File: src/rtl/spi_ctrl_pkg.sv
// Shared types and defaults for the SPI transfer sequencer.
package spi_ctrl_pkg;

  typedef enum logic [2:0] {
    IDLE,
    CS_SETUP,
    ISSUE,
    WAIT_DONE,
    CS_HOLD
  } xfer_state_t;

  localparam logic [7:0] DUMMY_BYTE = 8'hFF;

  // Command length (byte count minus one) and the 17-bit remaining count.
  typedef logic [15:0] xfer_len_t;
  typedef logic [16:0] xfer_rem_t;

endpackage

File: src/rtl/spi_byte_fifo.sv
// Small synchronous FIFO with valid/ready on both sides. Pointers carry an
// extra wrap bit so full and empty are distinguishable without a counter.
module spi_byte_fifo #(
  parameter int Depth = 8,
  parameter int Width = 8
) (
  input  logic                       clk_i,
  input  logic                       rst_i,
  input  logic [Width-1:0]           wr_data_i,
  input  logic                       wr_valid_i,
  output logic                       wr_ready_o,
  output logic [Width-1:0]           rd_data_o,
  output logic                       rd_valid_o,
  input  logic                       rd_ready_i,
  output logic                       full_o,
  output logic                       empty_o,
  output logic [$clog2(Depth):0]     depth_o
);

  localparam int AW = $clog2(Depth);

  logic [Width-1:0] mem_q [Depth];
  logic [AW:0]      wptr_q, rptr_q;
  logic             push, pop;

  assign empty_o    = (wptr_q == rptr_q);
  assign full_o     = (wptr_q[AW] != rptr_q[AW]) && (wptr_q[AW-1:0] == rptr_q[AW-1:0]);
  assign depth_o    = wptr_q - rptr_q;
  assign wr_ready_o = ~full_o;
  assign rd_valid_o = ~empty_o;
  assign rd_data_o  = mem_q[rptr_q[AW-1:0]];

  // A pop in the same cycle frees the slot, so a push on full is then accepted.
  assign pop  = rd_ready_i & ~empty_o;
  assign push = wr_valid_i & (~full_o | pop);

  // Pointer update; reset discards contents by re-aligning the pointers.
  always_ff @(posedge clk_i or posedge rst_i) begin
    if (rst_i) begin
      wptr_q <= '0;
      rptr_q <= '0;
    end else begin
      if (push) wptr_q <= wptr_q + 1'b1;
      if (pop)  rptr_q <= rptr_q + 1'b1;
    end
  end

  // Storage write; contents need no reset.
  always_ff @(posedge clk_i) begin
    if (push) mem_q[wptr_q[AW-1:0]] <= wr_data_i;
  end

endmodule

File: src/rtl/spi_xfer_ctrl.sv
// Transfer sequencer in front of the SPI byte engine: frames a multi-byte
// transfer with chip-select setup/hold gaps, feeds bytes from the TX FIFO
// and stores returned bytes in the RX FIFO, throttling issue so RX never
// overflows.
module spi_xfer_ctrl
  import spi_ctrl_pkg::*;
#(
  parameter int         FifoDepth     = 8,
  parameter int         CsSetupCycles = 4,
  parameter int         CsHoldCycles  = 4,
  parameter logic [7:0] DummyByte     = DUMMY_BYTE
) (
  input  logic        clk_i,
  input  logic        rst_i,
  input  logic [7:0]  tx_data_i,
  input  logic        tx_valid_i,
  output logic        tx_ready_o,
  output logic [7:0]  rx_data_o,
  output logic        rx_valid_o,
  input  logic        rx_ready_i,
  input  logic [15:0] cmd_len_i,
  input  logic        cmd_tx_en_i,
  input  logic        cmd_rx_en_i,
  input  logic        cmd_valid_i,
  output logic        cmd_ready_o,
  input  logic        cmd_abort_i,
  output logic        busy_o,
  output logic        done_o,
  output logic        cs_no,
  output logic        start_o,
  output logic [7:0]  tx_byte_o,
  input  logic [7:0]  rx_byte_i,
  input  logic        byte_done_i
);

  localparam int         DW        = $clog2(FifoDepth) + 1;
  localparam logic [15:0] SetupInit = 16'(CsSetupCycles - 1);
  localparam logic [15:0] HoldInit  = 16'(CsHoldCycles - 1);

  xfer_state_t state_q;
  logic [15:0] cnt_q;
  xfer_rem_t   rem_q;
  logic        tx_en_q, rx_en_q, abort_q, done_prev_q;
  logic        cs_n_q, start_q, busy_q, done_q;
  logic [7:0]  tx_byte_q;

  logic [7:0]    tx_head;
  logic          tx_rd_valid, tx_pop, tx_full, tx_empty;
  logic [DW-1:0] tx_depth;
  logic          rx_push, rx_wr_ready, rx_full, rx_empty;
  logic [DW-1:0] rx_depth;
  logic          unused_status;

  logic done_evt, abort_pend, byte_avail, rx_room, issue_slot, issue_fire;

  spi_byte_fifo #(.Depth(FifoDepth), .Width(8)) u_tx_fifo (
    .clk_i      (clk_i),
    .rst_i      (rst_i),
    .wr_data_i  (tx_data_i),
    .wr_valid_i (tx_valid_i),
    .wr_ready_o (tx_ready_o),
    .rd_data_o  (tx_head),
    .rd_valid_o (tx_rd_valid),
    .rd_ready_i (tx_pop),
    .full_o     (tx_full),
    .empty_o    (tx_empty),
    .depth_o    (tx_depth)
  );

  spi_byte_fifo #(.Depth(FifoDepth), .Width(8)) u_rx_fifo (
    .clk_i      (clk_i),
    .rst_i      (rst_i),
    .wr_data_i  (rx_byte_i),
    .wr_valid_i (rx_push),
    .wr_ready_o (rx_wr_ready),
    .rd_data_o  (rx_data_o),
    .rd_valid_o (rx_valid_o),
    .rd_ready_i (rx_ready_i),
    .full_o     (rx_full),
    .empty_o    (rx_empty),
    .depth_o    (rx_depth)
  );

  // Status the sequencer does not need (it works from empty/full alone).
  assign unused_status = ^{tx_rd_valid, tx_full, tx_depth, rx_wr_ready, rx_empty, rx_depth};

  // A long engine done pulse counts once: only its rising edge is an event.
  assign done_evt   = byte_done_i & ~done_prev_q;
  // Abort acts in the cycle it arrives as well as later via the sticky flag.
  assign abort_pend = abort_q | cmd_abort_i;
  assign byte_avail = ~tx_empty | ~tx_en_q;
  // The previous byte is already captured by the time we issue, so a single
  // free RX slot is enough room for the next one.
  assign rx_room    = ~rx_full | ~rx_en_q;
  // The last setup cycle doubles as the first issue slot so start_o rises
  // exactly CsSetupCycles after cs_no falls.
  assign issue_slot = (state_q == ISSUE) || ((state_q == CS_SETUP) && (cnt_q == '0));
  assign issue_fire = issue_slot & ~abort_pend & byte_avail & rx_room;
  assign tx_pop     = issue_fire & tx_en_q;
  assign rx_push    = (state_q == WAIT_DONE) & done_evt & rx_en_q;

  assign cs_no       = cs_n_q;
  assign start_o     = start_q;
  assign tx_byte_o   = tx_byte_q;
  assign busy_o      = busy_q;
  assign done_o      = done_q;
  assign cmd_ready_o = ~busy_q;

  // Previous byte_done_i for edge detection.
  always_ff @(posedge clk_i or posedge rst_i) begin
    if (rst_i) done_prev_q <= 1'b0;
    else       done_prev_q <= byte_done_i;
  end

  // Transfer FSM with registered chip-select, start, byte and status outputs.
  always_ff @(posedge clk_i or posedge rst_i) begin
    if (rst_i) begin
      state_q   <= IDLE;
      cnt_q     <= '0;
      rem_q     <= '0;
      tx_en_q   <= 1'b0;
      rx_en_q   <= 1'b0;
      abort_q   <= 1'b0;
      cs_n_q    <= 1'b1;
      start_q   <= 1'b0;
      tx_byte_q <= '0;
      busy_q    <= 1'b0;
      done_q    <= 1'b0;
    end else begin
      done_q <= 1'b0;
      if ((state_q != IDLE) && cmd_abort_i) abort_q <= 1'b1;
      unique case (state_q)
        IDLE: begin
          abort_q <= 1'b0;
          if (cmd_valid_i) begin
            tx_en_q <= cmd_tx_en_i;
            rx_en_q <= cmd_rx_en_i;
            rem_q   <= {1'b0, cmd_len_i} + 17'd1;
            cnt_q   <= SetupInit;
            cs_n_q  <= 1'b0;
            busy_q  <= 1'b1;
            state_q <= CS_SETUP;
          end
        end
        CS_SETUP, ISSUE: begin
          if (abort_pend) begin
            cnt_q   <= HoldInit;
            state_q <= CS_HOLD;
          end else if (issue_fire) begin
            tx_byte_q <= tx_en_q ? tx_head : DummyByte;
            start_q   <= 1'b1;
            state_q   <= WAIT_DONE;
          end else if (state_q == CS_SETUP) begin
            if (cnt_q == '0) state_q <= ISSUE;
            else             cnt_q   <= cnt_q - 16'd1;
          end
        end
        WAIT_DONE: begin
          if (done_evt) begin
            start_q <= 1'b0;
            rem_q   <= rem_q - 17'd1;
            if ((rem_q == 17'd1) || abort_pend) begin
              cnt_q   <= HoldInit;
              state_q <= CS_HOLD;
            end else begin
              state_q <= ISSUE;
            end
          end
        end
        CS_HOLD: begin
          if (cnt_q == '0) begin
            cs_n_q  <= 1'b1;
            done_q  <= 1'b1;
            busy_q  <= 1'b0;
            abort_q <= 1'b0;
            state_q <= IDLE;
          end else begin
            cnt_q <= cnt_q - 16'd1;
          end
        end
        default: state_q <= IDLE;
      endcase
    end
  end

endmodule

File: config.mk
export PLATFORM = sky130hd
export DESIGN_NAME = spi_xfer_ctrl
export DESIGN_NICKNAME = d
export VERILOG_FILES = /design/src/rtl/spi_ctrl_pkg.sv /design/src/rtl/spi_byte_fifo.sv /design/src/rtl/spi_xfer_ctrl.sv
export SDC_FILE = /design/constraint.sdc
export NUM_CORES = 1
export LEC_CHECK = 0
export ABC_AREA = 1
export CAP_MARGIN = 10
export CORE_MARGIN = 2
export CORE_UTILIZATION = 59
export DETAILED_ROUTE_END_ITERATION = 6
export PLACE_DENSITY_LB_ADDON = 0.1
export SLEW_MARGIN = 25
export SYNTH_ARGS = -nofsm -noshare
export SYNTH_HDL_FRONTEND = slang
export SYNTH_SLANG_ARGS = --single-unit
File: constraint.sdc
create_clock -name clk_i -period 2.6 [get_ports clk_i]
set_clock_uncertainty 0.1 [all_clocks]
set_input_delay 0.52 -clock clk_i [delete_from_list [all_inputs] [get_ports clk_i]]
set_output_delay 0.52 -clock clk_i [all_outputs]
set_load 0.03 [all_outputs]
# After elaboration in Yosys (flattened, before gate mapping)
# Memory sizes are Yosys's and may differ from the RTL's.
# Index checks and enable logic that the tools add are counted.
word_totals:
  mem_bits_ro: 0
  wordCells: 132
  register_bits: 68
  ramBits: 128
  in_bits: 41
  latch_bits: 0
  memories: 2
mem_list:
  columns: ["name", "depth", "word_bits", "rd", "rd_clocked_by_memory_dff", "wr", "line", "source"]
  rows:
  - ["u_rx_fifo.mem_q", 8, 8, 1, 0, 1, "spi_byte_fifo.sv:22", "logic [Width-1:0] mem_q [Depth];"]
  - ["u_tx_fifo.mem_q", 8, 8, 1, 0, 1, "spi_byte_fifo.sv:22", null]
op_classes:
  n_reduce_logical: 21
  n_mul: 0
  muxes: 40
  bitwise_logic: 25
  n_lt_le_gt_ge: 0
  eq_ne: 21
  n_shift: 0
  n_div: 0
  add_sub_neg: 7
ops:
  columns: ["op", "count"]
  rows:
  - ["16-bit 2-to-1 mux", 7]
  - ["16-bit one-hot mux with 4 select lines", 1]
  - ["17-bit 2-to-1 mux", 2]
  - ["17-bit one-hot mux with 2 select lines", 1]
  - ["3-bit 2-to-1 mux", 8]
  - ["16-bit by 1-bit adder with 17-bit output, second input constant", 1]
  - ["17-bit by 1-bit equality test with 1-bit output, second input constant", 1]
  - ["17-bit by 1-bit subtractor with 17-bit output, second input constant", 1]
  - ["4-bit by 1-bit adder with 4-bit output, second input constant", 4]
  - ["16-bit zero test", 1]
  - ["16-bit by 1-bit subtractor with 16-bit output, second input constant", 1]
  - ["1-bit 2-to-1 mux", 15]
  - ["3-bit one-hot mux with 4 select lines", 1]
  - ["1-bit bitwise AND", 11]
  - ["2-bit != test, second input constant", 5]
  - ["1-bit NOT", 9]
  - ["3-bit AND reduction", 3]
  - ["4-bit equality test", 2]
  - ["8-bit 2-to-1 mux", 1]
  - ["4-bit != test, second input constant", 2]
  - ["1-bit one-hot mux with 2 select lines", 4]
  - ["3-bit by 2-bit equality test with 1-bit output, second input constant", 2]
  - ["3-bit equality test", 2]
  - ["3-bit != test, second input constant", 2]
  - ["other kinds (16)", 27]

# Logic depth before layout (Yosys ltp)
depth:
  ltp_word: 12
  depth_mapped: 13
  ltp_nobuf: 13

# Cells and area by module
# A second synthesis with hierarchy kept.
hier_totals:
  hier_cells: 1230
  area_unflattened_um2: 10363.7
modules_own_cells:
  columns: ["mod", "seq_area_each_um2", "area_per_inst_um2", "instances", "cells_each"]
  rows:
  - ["spi_byte_fifo", 2122.0, 3266.9, 2, 309]
  - ["spi_xfer_ctrl", 1302.5, 3829.9, 1, 612]

# Worst setup path after synthesis
# No wires, ideal clock.
synth_timing:
  kind: "reg2reg"
  from: "reg cnt_q[0]"
  to: "mem u_tx_fifo.mem_q[6][0], enable pin"
  t_arrival_ns: 1.911
  setup_slack_ns: 0.251
  synth_period_minus_slack_ns: 2.349
  path_buffers: 0
  stages_incl_launch_ff: 13
  cell_sequence: "dfrtp_1 inv_1 ha_1 nand2_2 nor2_2 nand3_2 nand2_2 nand2_4 nor2_8 nand2_4 nand2_8 nand3_4 nor2_2"
synth_between:
  elab_chain_cells: 12
synth_rtl:
  columns: ["item", "line", "source"]
  rows:
  - ["from (decl)", "spi_xfer_ctrl.sv:41", "logic [15:0] cnt_q;"]
  - ["from (signal assigned)", "spi_xfer_ctrl.sv:139", "cnt_q <= SetupInit;"]
  - ["from (signal assigned)", "spi_xfer_ctrl.sv:147", "cnt_q <= HoldInit;"]
  - ["from (signal assigned)", "spi_xfer_ctrl.sv:155", "else cnt_q <= cnt_q - 16'd1;"]
  - ["16-bit zero test", "spi_xfer_ctrl.sv:97", "assign issue_slot = (state_q == ISSUE) || ((state_q == CS_SETUP) && (cnt_q == '0));"]
  - ["1-bit logical AND", "spi_xfer_ctrl.sv:97", null]
  - ["1-bit logical OR", "spi_xfer_ctrl.sv:97", null]
  - ["1-bit bitwise AND (3 in series)", "spi_xfer_ctrl.sv:98", "assign issue_fire = issue_slot & ~abort_pend & byte_avail & rx_room;"]
  - ["1-bit bitwise AND", "spi_xfer_ctrl.sv:99", "assign tx_pop = issue_fire & tx_en_q;"]
  - ["1-bit bitwise AND", "spi_byte_fifo.sv:34", "assign pop = rd_ready_i & ~empty_o;"]
  - ["1-bit bitwise OR", "spi_byte_fifo.sv:35", "assign push = wr_valid_i & (~full_o | pop);"]
  - ["1-bit bitwise AND", "spi_byte_fifo.sv:35", null]
  - ["1-bit 2-to-1 mux", "spi_byte_fifo.sv:50", "if (push) mem_q[wptr_q[AW-1:0]] <= wr_data_i;"]
  - ["1-bit 2-to-1 mux (implied by the code)", "spi_byte_fifo.sv:50", null]
  - ["to (decl)", "spi_byte_fifo.sv:22", null]
# No other way between the ends.

# Final worst setup path
layout_timing:
  from: "reg u_rx_fifo.rptr_q[0]"
  to: "out rx_data_o[6]"
layout_between:
  elab_chain_cells: 1
layout_rtl:
  columns: ["item", "line", "source"]
  rows:
  - ["from (decl)", "spi_byte_fifo.sv:23", "logic [AW:0] wptr_q, rptr_q;"]
  - ["from (signal assigned)", "spi_byte_fifo.sv:44", "if (pop) rptr_q <= rptr_q + 1'b1;"]
  - ["memory 8 x 8 bit", null, null]
  - ["to (decl)", "spi_xfer_ctrl.sv:18", "output logic [7:0] rx_data_o,"]
# No other way between the ends.

==> impl_metrics.yaml <==
status:
  status: "complete, no violations"
global_routing:
  antenna_found_initial: 0
  grt_pass1_wl_mm: 35.38
  track_usage_pct: 25.29
  grt_overflow_total: 0
  grt_max_degree: 51
  grt_pass1_vias: 7071
worst_setup_path:
  path_max_fanout: 9
  r2r-end: "u_tx_fifo.mem_q[1][4]"
  worst-path-buf-inv: 2
  worstSetupPathType: "flip-flop to primary output"
  cp.arrival_ns: 1.88
  crit_chain: "buf_4 > o21ai_0 > o22ai_1 > nor2_1 > a31oi_1 > clkdlybuf4s15_2"
  crit_family: "buffers and inverters"
  cp-end-kind: "primary output"
  slowest_delay_ns: 0.44
  crit_required_ns: 1.98
  startpoint_type: "flip-flop"
  rrSetupSlack_ns: 0.13
  reg2reg_from: "cnt_q[0]"
  r2r_cells: 12
  crit_path_top_delay_cell: "dfrtp_1"
finish:
  area_growth_pct: 17.04
  num-fill-cells: 1252
  diodes: 0
  layout_common_cells: "nand2_1 (221), nor2_1 (131), edfxtp_1 (128), o21ai_0 (93), nand3_1 (86)"
  drive_above_1_share_pct: 11.59
  instances_no_fill: 1372
  layout_commonest_cell: "nand2_1"
  design_area_um2: 11380
  nNetsFinal: 1193
sta:
  setup_viol: 0
  final_hold_viol_count: 0
  fin_crit_ns: 2.504
  max_freq_mhz: 399.3
  finalSetupTns_ns: 0
  period_share_pct: 96.32
  tightest_slew_ns: 0.8061
  drv_slew: 0
  relSlewSlack_pct: 46.20
  rsz0062_at_grt: "yes"
  setup_slack_ns: 0.09555
power_and_ir_drop:
  vdd_drop_max_uv: 571.1
  p_leak_uw: 0.004583
  p_per_area_nw_per_um2: 722.9
  power.total_uw: 8223
placed_design:
  finalWeightedCongestion: 0.8809
  port_buffers: 63
  dp_slack_ns: 0.05176
  hpwl_mm: 15.02
  place_area_um2: 10820
  place_inst: 1341
clock_network:
  cts_tree: "yes"
  clk_pin_slew_worst_paths_ns: 0.07
  clock_sinks: 196
  root_buffer: "clkbuf_16"
  cts_inserted_buffers: 17
  worstSkewPairLatency_ns: 0.44
  htree_levels: 4
  cts_max_path_buffers: 2
synthesis:
  synth-seq-area-share_pct: 57.07
  synth_cell_types: 47
  synth_nets: 1108
  synth_top_area_share_pct: 39.55
  ys_seq_elements: 196
  yosys.area.top_type: "edfxtp_1"
  netlist_area_um2: 9719
  synthTopCellsByArea: "edfxtp_1 (40%), dfrtp_1 (17%), nand2_1 (8.5%), nor2_1 (5.1%), o21ai_0 (4.8%)"
  yosysWarningCount: 0
  synthCells: 1059
  syn_avg_cell_area_um2: 9.178
run:
  drv_cap: 0
routing:
  drc: 0
  viasPerCell: 5.552
  drt-pass1-iter-count: 5
  drtIter0Drc: 574
  wl_per_cell_um: 15.48
  totalWireLength_mm: 21.24
  num_vias: 7617
  final_antenna_net_count: 0
floorplan:
  dieArea_um2: 17520
  initial_core_util_pct: 60.74
  rows: 46
  die_w_um: 132.4
  design.core.area_um2: 16000
  pin_count: 64
  dieHeight_um: 132.4
hold_path:
  hold_path_class: "primary input to async pin"
worst reg2reg max path: cells and delay by family, from the launching register on:
kind,cells,cell delay [ns]
adder cells (fa/ha/maj),1,0.25
buffers and inverters,1,0.10
flip-flops,1,0.41
AND/OR/NAND/NOR,10,1.27
routing by layer:
layer / up-vias / part of all wire (%) / GRT usage (%) / wire length, µm
met2: 232 / 47 / 39.41 / 9984
met3: 33 / 5.8 / 5.113 / 1236
met1: 3596 / 45 / 35.46 / 9545
met4: 0 / 2.2 / 9.319 / 476
li1: 3756 / - / - / -
met5: - / 0 / 0 / 0
stage by stage:
step	util [%]	hold slack, ns
after floorplan	-	0.3644
after global placement	67.59	0.3765
after detailed placement	67.59	0.3852
after CTS	71.32	0.3177
after global routing	71.10	0.3616
final	71.10	0.3127
sequential cells by signal, summed over array words and instances (netlist names):
register	count
u_rx_fifo.wptr_q	4
done_o	1
u_rx_fifo.rptr_q	4
u_tx_fifo.wptr_q	4
cnt_q	16
u_tx_fifo.rptr_q	4
state_q	3
rem_q	17
abort_q	1
done_prev_q	1
cs_no	1
rx_en_q	1
u_rx_fifo.mem_q	64
start_o	1
tx_byte_o	8
busy_o	1
tx_en_q	1
u_tx_fifo.mem_q	64
where the power goes:
part | switching [µW] | internal (µW) | leakage [µW] | total, µW
Combinational | 1240 | 721 | 0.00235 | 1960
Sequential | 115 | 3540 | 0.00195 | 3650
Clock | 1240 | 1370 | 0.000286 | 2610
Total | 2600 | 5630 | 0.00458 | 8220
repair_timing:
action / CTS / global route
endpoints found under the setup margin: 10 / 32
setup buffers: 0 / 0
hold buffers: 0 / 0
gates resized for setup: 34 / 17
cell type report:
class / count / area, µm² / area share (%)
sequential: 196 / 5547 / 48.76
multi-input combinational: 726 / 3621 / 31.83
timing repair buffer: 105 / 978.4 / 8.601
clock buffer: 17 / 425.4 / 3.740
inverter: 98 / 371.6 / 3.267
tap: 216 / 270.3 / 2.376
clock inverter: 14 / 162.7 / 1.430
cells in the mapped netlist (all sizes together):
| cell | n |
|---|---|
| o22ai | 9 |
| o211ai | 1 |
| nand2 | 234 |
| o31ai | 2 |
| o221ai | 3 |
| a22oi | 2 |
| inv | 95 |
| xnor2 | 6 |
| dfrtp | 67 |
| nand3 | 89 |
| o21a | 8 |
| clkinv | 3 |
| o21bai | 2 |
| buf | 16 |
| xor2 | 22 |
| dfstp | 1 |
| edfxtp | 128 |
| a22o | 1 |
| a21oi | 31 |
| clkbuf | 23 |
| o21ai | 101 |
| or2 | 4 |
| ha | 8 |
| nor2 | 149 |
| a31oi | 10 |
| a32o | 1 |
| nor4 | 1 |
| or4 | 1 |
| nand4 | 21 |
| nor3 | 20 |
worst max-delay path by stage:
stage	to	cells past startpoint	slack, ns	startpoint
2_1_floorplan	u_tx_fifo.mem_q[6][0]	12	0.25	cnt_q[0]
3_3_place_gp	u_tx_fifo.mem_q[5][4]	9	0.09	cmd_abort_i
3_5_place_dp	u_rx_fifo.mem_q[1][4]	10	0.05	byte_done_i
4_1_cts	rx_data_o[6]	6	0.01	u_rx_fifo.rptr_q[1]
5_1_grt	u_tx_fifo.mem_q[5][3]	12	-0.06	cnt_q[0]
6_report	rx_data_o[6]	6	0.1	u_rx_fifo.rptr_q[0]
cell families after synthesis:
| logic type | count (synthesis) | synth area share, % |
|---|---|---|
| AOI/OAI and AO/OA | 171 | 9.681 |
| xor gates and xnor gates | 28 | 2.523 |
| adders and majority gates | 8 | 1.030 |
| DFF | 196 | 57.07 |
| buffers and inverters | 137 | 5.677 |
| and+or+nand+nor | 519 | 24.02 |
No activity file was read; power rests on OpenSTA's default activity.
